File: config.mk
export PLATFORM = sky130hd
export DESIGN_NAME = instr_fetch_unit
export DESIGN_NICKNAME = d
export VERILOG_FILES = /design/src/rtl/rv_pkg.sv /design/src/rtl/instr_fetch_unit_if_id_reg.sv /design/src/rtl/instr_fetch_unit.sv
export SDC_FILE = /design/constraint.sdc
export NUM_CORES = 1
export LEC_CHECK = 0
export CAP_MARGIN = 10
export CORE_ASPECT_RATIO = 0.9
export CORE_MARGIN = 2
export CORE_UTILIZATION = 38
export CTS_BUF_LIST = sky130_fd_sc_hd__clkbuf_8 sky130_fd_sc_hd__clkbuf_16
export CTS_CLUSTER_SIZE = 24
export DETAILED_ROUTE_END_ITERATION = 16
export GPL_ROUTABILITY_DRIVEN = 0
export GPL_TIMING_DRIVEN = 0
export PLACE_DENSITY = 0.65
export SETUP_SLACK_MARGIN = 0.15
export SYNTH_ARGS = -nofsm -noshare
export SYNTH_HDL_FRONTEND = slang
export SYNTH_HIERARCHICAL = 1
export SYNTH_SLANG_ARGS = --single-unit
File: constraint.sdc
create_clock -name CLK -period 3.4 [get_ports CLK]
set_input_delay 0.68 -clock CLK [delete_from_list [all_inputs] [get_ports CLK]]
set_output_delay 0.68 -clock CLK [all_outputs]
set_load 0.02 [all_outputs]
File: src/rtl/rv_pkg.sv
// Shared types and constants for the RV32 front end.
package rv_pkg;
  localparam int unsigned XLEN_DEF     = 32;
  localparam logic [31:0] RESET_PC_DEF = 32'h0000_0000;
  localparam logic [31:0] NOP_INSTR    = 32'h0000_0013;  // ADDI x0,x0,0

  typedef enum logic [1:0] {
    FS_BOOT = 2'd0,
    FS_RUN  = 2'd1,
    FS_WAIT = 2'd2,
    FS_HALT = 2'd3
  } fetch_state_e;
endpackage

File: src/rtl/instr_fetch_unit_if_id_reg.sv
// IF/ID pipeline register: load a fetched word, flush to NOP, or hold.
module if_id_reg
  import rv_pkg::*;
#(
  parameter int unsigned XLEN = XLEN_DEF
) (
  input  logic            clk,
  input  logic            rst_n,
  input  logic            load,
  input  logic            flush,
  input  logic [XLEN-1:0] pc_in,
  input  logic [XLEN-1:0] instr_in,
  output logic [XLEN-1:0] pc_id,
  output logic [XLEN-1:0] pc_plus4_id,
  output logic [XLEN-1:0] instr_id,
  output logic            valid_id
);
  logic [XLEN-1:0] pc_q, pc_d, pc4_q, pc4_d, instr_q, instr_d;
  logic            valid_q, valid_d;

  // Flush wins over load; PC fields are kept on flush since they are don't-care when invalid.
  always_comb begin
    pc_d    = pc_q;
    pc4_d   = pc4_q;
    instr_d = instr_q;
    valid_d = valid_q;
    if (flush) begin
      instr_d = XLEN'(NOP_INSTR);
      valid_d = 1'b0;
    end else if (load) begin
      pc_d    = pc_in;
      pc4_d   = pc_in + XLEN'(4);
      instr_d = instr_in;
      valid_d = 1'b1;
    end
  end

  always_ff @(posedge clk or negedge rst_n) begin
    if (!rst_n) begin
      pc_q    <= '0;
      pc4_q   <= XLEN'(4);
      instr_q <= XLEN'(NOP_INSTR);
      valid_q <= 1'b0;
    end else begin
      pc_q    <= pc_d;
      pc4_q   <= pc4_d;
      instr_q <= instr_d;
      valid_q <= valid_d;
    end
  end

  assign pc_id       = pc_q;
  assign pc_plus4_id = pc4_q;
  assign instr_id    = instr_q;
  assign valid_id    = valid_q;
endmodule

File: src/rtl/instr_fetch_unit.sv
// Instruction fetch: PC, fetch FSM, redirect/stall handling, IF/ID register.
// Optional fetch/bubble counters enabled with `define IF_PERF_CNT_EN.
module instr_fetch_unit
  import rv_pkg::*;
#(
  parameter int unsigned     XLEN     = XLEN_DEF,
  parameter logic [XLEN-1:0] RESET_PC = XLEN'(RESET_PC_DEF)
) (
  input  logic            CLK,
  input  logic            RESET,
  output logic [XLEN-1:0] IMEM_ADDR,
  output logic            IMEM_REQ,
  input  logic [XLEN-1:0] IMEM_INSTR,
  input  logic            IMEM_READY,
  input  logic            STALL,
  input  logic            REDIRECT,
  input  logic [XLEN-1:0] REDIRECT_PC,
  output logic [XLEN-1:0] PC_ID,
  output logic [XLEN-1:0] PC_PLUS4_ID,
  output logic [XLEN-1:0] INSTR_ID,
  output logic            VALID_ID,
  output logic            FETCH_ERR
`ifdef IF_PERF_CNT_EN
  ,
  output logic [31:0]     FETCH_CNT,
  output logic [31:0]     BUBBLE_CNT
`endif
);
  fetch_state_e    state_q, state_d;
  logic [XLEN-1:0] pc_q, pc_d;
  logic            err_q, err_d;
  logic            req_q, req_d;
  logic            load, flush;

  // Priority: redirect > stall > fetch-complete; HALT ignores every input.
  always_comb begin
    state_d = state_q;
    pc_d    = pc_q;
    err_d   = err_q;
    load    = 1'b0;
    flush   = 1'b0;
    if (state_q != FS_HALT && REDIRECT) begin
      flush = 1'b1;
      if (REDIRECT_PC[1:0] != 2'b00) begin
        err_d   = 1'b1;
        state_d = FS_HALT;
      end else begin
        pc_d    = REDIRECT_PC;
        state_d = FS_RUN;
      end
    end else begin
      case (state_q)
        FS_BOOT: state_d = FS_RUN;
        FS_RUN, FS_WAIT: begin
          if (!STALL) begin
            if (IMEM_READY) begin
              load    = 1'b1;
              pc_d    = pc_q + XLEN'(4);
              state_d = FS_RUN;
            end else begin
              flush   = 1'b1;
              state_d = FS_WAIT;
            end
          end
        end
        default: ;
      endcase
    end
    req_d = (state_d == FS_RUN) || (state_d == FS_WAIT);
  end

  always_ff @(posedge CLK or negedge RESET) begin
    if (!RESET) begin
      state_q <= FS_BOOT;
      pc_q    <= RESET_PC;
      err_q   <= 1'b0;
      req_q   <= 1'b0;
    end else begin
      state_q <= state_d;
      pc_q    <= pc_d;
      err_q   <= err_d;
      req_q   <= req_d;
    end
  end

  assign IMEM_ADDR = pc_q;
  assign IMEM_REQ  = req_q;
  assign FETCH_ERR = err_q;

  if_id_reg #(.XLEN(XLEN)) u_if_id (
    .clk        (CLK),
    .rst_n      (RESET),
    .load       (load),
    .flush      (flush),
    .pc_in      (pc_q),
    .instr_in   (IMEM_INSTR),
    .pc_id      (PC_ID),
    .pc_plus4_id(PC_PLUS4_ID),
    .instr_id   (INSTR_ID),
    .valid_id   (VALID_ID)
  );

`ifdef IF_PERF_CNT_EN
  logic [31:0] fetch_cnt_q, fetch_cnt_d, bubble_cnt_q, bubble_cnt_d;

  always_comb begin
    fetch_cnt_d  = fetch_cnt_q + 32'(load);
    bubble_cnt_d = bubble_cnt_q + 32'(flush);
  end

  always_ff @(posedge CLK or negedge RESET) begin
    if (!RESET) begin
      fetch_cnt_q  <= '0;
      bubble_cnt_q <= '0;
    end else begin
      fetch_cnt_q  <= fetch_cnt_d;
      bubble_cnt_q <= bubble_cnt_d;
    end
  end

  assign FETCH_CNT  = fetch_cnt_q;
  assign BUBBLE_CNT = bubble_cnt_q;
`endif
endmodule

==> results.txt, run 1 <==
Count leader, synth - nand2_1
Worst slew pin tran - 739 ps
Simple-gate share of the synthesized area - 25.5%
Skew final - 6.98 ps
Routing usage on met1 - 33.0%
I/O Buffers - 199
Register area - 3280 um2
Clk root buf - clkbuf_16
Main synth FF type - dfrtp_1
RR Endpoint - u_if_id/pc_plus4_id[30]
HPWL Detailed - 15000 um
Post-Syn Instances - 696
RSZ-0062 raised after global routing - no
Post-synth top cells - nand2_1, dfrtp_1, nor2_1
Mux contribution to synthesized area - 5.30%
Final core utilization - 55.6%
Crit-path cells - clkdlybuf4s50_1, and3b_1, clkbuf_2, nand2_1, inv_2, clkbuf_4, clkbuf_2, nor2b_1, clkbuf_4, buf_2, nor2_1, a31oi_1
Vias in the first global route - 5855
Peak VDD IR - 0.478 mV
Via Count - 6137
Crit share post-route - 90.0%
Seq cells post-synth - 131
Setup Buffers After CTS - 0
Crit path DAT - 3390 ps
Status - completed
CTS Sinks - 131
Clock latency on the worst-skew pair - 410 ps
RR Startpoint - state_q[1]
Critical path's largest stage delay - 450 ps
Starting Density - 38.6%
Gr ovfl total - 0
Global routing usage on met3 - 6.05%
Iteration-0 DRC Markers - 480
N_diodes - 0
Largest net degree at the start of global routing - 72
Die Wd - 142 um
CTS hold repair buffers - 0
Core area - 16800 um2
Initial antenna violation count - 0
Number of top-level pins - 200
Clk slew on worst S/H paths - 60 ps
CP max FO - 11
Power, Total - 8.57 mW
Vias per inst - 5.39
Ranking of synthesized cells by area - dfrtp_1, nand2_1, mux2i_1, nor2_1, o21ai_0
Fill count - 1562
Startpoint Class - primary input
Number of synthesized flops with an enable pin - 0
Fmax - 0.327 GHz
Seq/Total Area, Yosys - 50.7%
Leakage power - 3.97 nW
Yosys cell types - 68
Syn avg cell area - 9.30 um2
CTS tree - built
Combinational family with the most area after synthesis - simple AND/OR/NAND/NOR gates
Adder-cell share of the synthesized area - 0.773%
Syn Nets - 769
Die area - 18100 um2
Share of flip-flops with an asynchronous set or reset - 100%
Crit-path leading delay family - buffers and inverters
Slew Limit Headroom - 50.7%
Max clock buf depth - 2
Max cap viols - 0
Setup crit end kind - register
First-pass GRT wire length - 33100 um
Placed inst area - 8760 um2
Area leader, netlist - dfrtp_1
Design area - 9330 um2
Syn-to-layout area delta - 44.1%
Multi-input logic area - 2960 um2
Die H - 128 um
Cts bufs inserted - 17
Rows - 45
1st-pass router iterations - 6
Htree depth - 4
Layout cells sized above 1 - 8.95%
Dpl ws - -845 ps
Synthesized cell area - 6470 um2
Synth warn - 6
Reg2Reg Depth - 13
Reg2Reg Setup Slack - 380 ps
Slowest CP cell - clkdlybuf4s50_1
Hold Crit Class - primary input to asynchronous set/reset pin
Final wirelength - 21000 um
Final worst path period need - 3060 ps
Final setup margin - 342 ps
Top Usage Layer GRT - met2
Post-Synth XOR/XNOR Area - 2.03%
Drt wl/cell - 18.5 um
Finish-stage setup viols - 0
Pwr/cell area - 919 nW/um2
Worst hold margin - 244 ps
Yosys top cell area share - 49.1%
Final Max Slew Viols - 0
ANT nets after route - 0
Post-synthesis compound-gate area fraction - 12.1%
Final Hold Fails - 0
CP required - 3740 ps
Total global-route track usage - 23.6%
Nets - 988
DRC viols - 0
WS Path Type - primary input to register
Crit path buf inv count - 7
Met2 Resource Use GR - 37.0%
==> what timing repair did <==
action | CTS | global route
pin swaps | 0 | 0
endpoints found under the setup margin | 62 | 39
gates resized for setup | 11 | 6
==> worst max-delay path by stage <==
stage                    start                       to  slack [ps]  cells past startpoint
global placement         RESET             IMEM_ADDR[0]       -3850                      1
detailed placement       STALL         u_if_id/pc_id[5]        -840                     12
floorplan                STALL  u_if_id/pc_plus4_id[26]         630                     11
finish                   STALL  u_if_id/pc_plus4_id[30]         340                     12
CTS                   REDIRECT         u_if_id/pc_id[8]         160                     12
global route        state_q[1]  u_if_id/pc_plus4_id[30]         160                     13
==> cell families after synthesis <==
logic type | after synthesis
XOR/XNOR | 15
AO/OA/AOI/OAI | 126
AND/OR/NAND/NOR | 334
flip-flops | 131
multiplexers | 34
buffers and inverters | 52
adder cells (fa/ha/maj) | 4
==> cells in the final DEF, fill, tap and decap left out, types with 3 or more instances in the layout <==
cell               n
a211o_1            4
a21oi_1           22
a22oi_1            3
a2bb2oi_1          4
a311oi_1           5
a31oi_1           18
and2_1             3
and3_1             9
and4_1             4
buf_1              3
buf_2             14
buf_4              4
clkbuf_1          12
clkbuf_16         17
clkbuf_2           9
clkbuf_8           4
clkdlybuf4s50_1  198
clkinv_2           4
dfrtp_1          127
dfstp_2            4
ha_1               4
inv_1             11
mux2i_1           32
nand2_1          145
nand3_1           26
nand4_1           17
nor2_1            63
nor2b_1            5
nor3_1            14
nor4_1             5
o21ai_0           33
o21ai_1           11
o22ai_1            8
o31ai_1            4
or3_1             13
or4_1              4
xnor2_1           11
xor2_1             4
==> sequential cells by signal, summed over array words and instances (netlist names) <==
register / cells
FETCH_ERR: 1
IMEM_ADDR: 32
IMEM_REQ: 1
state_q: 2
u_if_id/instr_id: 32
u_if_id/pc_id: 32
u_if_id/pc_plus4_id: 30
u_if_id/valid_id: 1
==> through the flow <==
stage                     setup TNS, ps  instances
final                                 0       1138
after floorplan                       0        696
after CTS                             0       1138
after global routing                  0       1138
after detailed placement         -43080       1107
after global placement          -537410       1106
==> routing by layer <==
metal	wire length, um	up-vias
li1	-	2916
met5	0	-
met2	9760	229
met4	293	0
met1	9560	2969
met3	1400	23
==> cell type report <==
type                    count  share of cell area [%]
plain buffers              45                    2.44
clock buffers              21                    5.15
clock inverters            10                   0.738
inverters                   7                   0.282
multi-input cells         513                    31.7
flip-flops and latches    131                    35.2
well taps                 211                    2.83
repair buffers            200                    21.7
==> power by group <==
| part | leakage [nW] | total, mW | internal, mW | switching (mW) |
|---|---|---|---|---|
| logic | 2.03 | 3.86 | 1.76 | 2.10 |
| registers | 1.64 | 3.00 | 2.16 | 0.847 |
| clock network | 0.295 | 1.71 | 1.06 | 0.647 |
| total | 3.97 | 8.57 | 4.98 | 3.59 |
Power figures use the tool's default switching activity.
==> run 2: changes to the inputs <==
CORE_UTILIZATION = 40   (was 38)
PLACE_DENSITY = 0.68   (was 0.65)
==> run 2 against run 1 <==
  * Die area decreased by 4.9%
  * Sequential power hardly changed
  * Critical endpoint is now u_if_id/pc_id[18]
  * Largest power group unchanged
  * Total power increased by 0.71%
==> results.txt, run 2 (synthesized netlist as in run 1, its figures left out) <==
WS Path Type - primary input to register (unchanged)
DRC viols - 0 (unchanged)
Comb pwr share - 45.1% (was 45.0%)
Switching fraction of total power - 41.9% (about the same)
CP required - 3760 ps (was 3740 ps)
Startpoint Class - primary input (unchanged)
Final core utilization - 58.5% (was 55.6%)
Status - completed (unchanged)
Placed inst area - 8750 um2 (was 8760 um2)
Commonest non-fill, non-tap cell in the layout - clkdlybuf4s50_1 (unchanged)
Setup Buffers After CTS - 0 (unchanged)
Worst slew pin tran - 614 ps (was 739 ps)
Slew Limit Headroom - 59.1% (was 50.7%)
Pint - 5.02 mW (was 4.98 mW)
Hold Crit Class - primary input to asynchronous set/reset pin (unchanged)
Die Wd - 138 um (was 142 um)
Htree depth - 4 (unchanged)
Clk slew on worst S/H paths - 50 ps (was 60 ps)
Crit path DAT - 3400 ps (was 3390 ps)
CP max FO - 11 (unchanged)
Sum of negative setup slack - 0 ps (unchanged)
Leakage power - 3.97 nW (about the same)
Skew final - 6.32 ps (was 6.98 ps)
Clk root buf - clkbuf_16 (unchanged)
1st-pass router iterations - 6 (unchanged)
P_sw - 3.61 mW (was 3.59 mW)
Die H - 125 um (was 128 um)
Final worst path period need - 3050 ps (was 3060 ps)
Starting Density - 40.5% (was 38.6%)
Flop pwr share - 34.6% (was 35.1%)
Max cap viols - 0 (unchanged)
Most frequent CP cell - nand2_1
Dpl ws - -830 ps (was -845 ps)
Pwr/cell area - 924 nW/um2 (was 919 nW/um2)
HPWL Detailed - 14700 um (was 15000 um)
Peak VDD IR - 0.688 mV (was 0.478 mV)
Power, Total - 8.63 mW (was 8.57 mW)
Crit-path cells - clkdlybuf4s50_1, and3b_1, clkbuf_2, nand2_1, inv_2, buf_2, clkbuf_2, nor2b_1, clkbuf_4, buf_2, nand2_1, nand2_1 (was clkdlybuf4s50_1, and3b_1, clkbuf_2, nand2_1, inv_2, clkbuf_4, clkbuf_2, nor2b_1, clkbuf_4, buf_2, nor2_1, a31oi_1)
Via Count - 6247 (was 6137)
Largest net degree at the start of global routing - 97 (was 72)
Crit path buf inv count - 7 (unchanged)
Clock latency on the worst-skew pair - 420 ps (was 410 ps)
Core area - 16000 um2 (was 16800 um2)
Worst hold margin - 154 ps (was 244 ps)
Fmax - 0.328 GHz (was 0.327 GHz)
Slowest CP cell - clkdlybuf4s50_1 (unchanged)
Die area - 17200 um2 (was 18100 um2)
CTS tree - built (unchanged)
Number of top-level pins - 200 (unchanged)
Layout cells sized above 1 - 9.41% (was 8.95%)
Critical path's largest stage delay - 450 ps (about the same)
Drt wl/cell - 18.5 um (about the same)
Rows - 44 (was 45)
Design area - 9340 um2 (was 9330 um2)
Finish-stage setup viols - 0 (unchanged)
First-pass GRT wire length - 33500 um (was 33100 um)
Crit-path leading delay family - buffers and inverters (unchanged)
Iteration-0 DRC Markers - 521 (was 480)
Crit share post-route - 89.6% (was 90.0%)
I/O Buffers - 199 (unchanged)
Vias in the first global route - 6034 (was 5855)
Final Max Slew Viols - 0 (unchanged)
RSZ-0062 raised after global routing - no (unchanged)
Cts bufs inserted - 17 (unchanged)
Max clock buf depth - 2 (unchanged)
Nets - 988 (unchanged)
Most frequent cells in the layout - clkdlybuf4s50_1, nand2_1, dfrtp_1, nor2_1, o21ai_0 (unchanged)
Initial antenna violation count - 0 (unchanged)
Syn-to-layout area delta - 44.2% (was 44.1%)
ANT nets after route - 0 (unchanged)
Fill count - 1400 (was 1562)
Vias per inst - 5.52 (was 5.39)
Final Hold Fails - 0 (unchanged)
Inst Count DP - 1103 (was 1107)
Gr ovfl total - 0 (unchanged)
Total global-route track usage - 24.7% (was 23.6%)
Final setup margin - 352 ps (was 342 ps)
Final wirelength - 21000 um (about the same)
Clock share of power - 20.3% (was 19.9%)
Fin cells - 1132 (was 1138)
N_diodes - 0 (unchanged)
Setup crit end kind - register (unchanged)
CTS Sinks - 131 (unchanged)
run 2: metal layers:
| metal | vias to the layer above | routed length [um] | part of all wire [%] | track usage (%) |
|---|---|---|---|---|
| met5 | - | 0 | 0 | 0 |
| met4 | 0 | 531 | 2.5 | 8.88 |
| met3 | 39 | 1620 | 7.7 | 6.31 |
| met2 | 252 | 9770 | 47 | 38.6 |
| met1 | 3047 | 9060 | 43 | 33.5 |
| li1 | 2909 | - | - | - |
run 2: area by class of cell:
type | instances | area [um2] | share of cell area (%)
repair buffers | 200 | 2020 | 21.6
well taps | 207 | 259 | 2.77
flip-flops and latches | 131 | 3280 | 35.2
plain buffers | 45 | 230 | 2.47
clock inverters | 6 | 53.8 | 0.576
inverters | 7 | 26.3 | 0.281
multi-input cells | 513 | 2960 | 31.7
clock buffers | 23 | 508 | 5.44
run 2: path summary, 6_finish.rpt:
check | from | cells after the start | slack (ps) | endpoint
max in group asynchronous | RESET | 2 | 2450 | u_if_id/pc_plus4_id[2]
worst min register to register | u_if_id/pc_plus4_id[2] | 2 | 460 | u_if_id/pc_plus4_id[2]
worst max register to register | state_q[1] | 13 | 390 | u_if_id/pc_id[18]
min in group CLK | u_if_id/pc_plus4_id[2] | 2 | 460 | u_if_id/pc_plus4_id[2]
worst max-delay path | STALL | 12 | 350 | u_if_id/pc_id[18]
worst min-delay path | RESET | 1 | 150 | u_if_id/instr_id[30]
run 2: repair_timing:
item	4_1_cts	5_1_grt
gates resized for setup	12	9
endpoints found under the setup margin	56	61
hold buffers	0	0
run 2: power by group through the flow:
stage | sequential [mW] | combinational [mW] | clock, mW
finish | 2.99 | 3.89 | 1.75
global route | 3.09 | 4.19 | 1.85
CTS | 2.98 | 3.90 | 1.78
detailed placement | 2.99 | 3.87 | 0
global placement | 2.98 | 3.83 | 0
floorplan | 3.46 | 1.45 | 0
==> run 3: changes to the inputs <==
CTS_CLUSTER_SIZE = not set   (was 24)
==> results of run 3 <==
No change in the layout: final DEF, timing and power equal those of run 2.
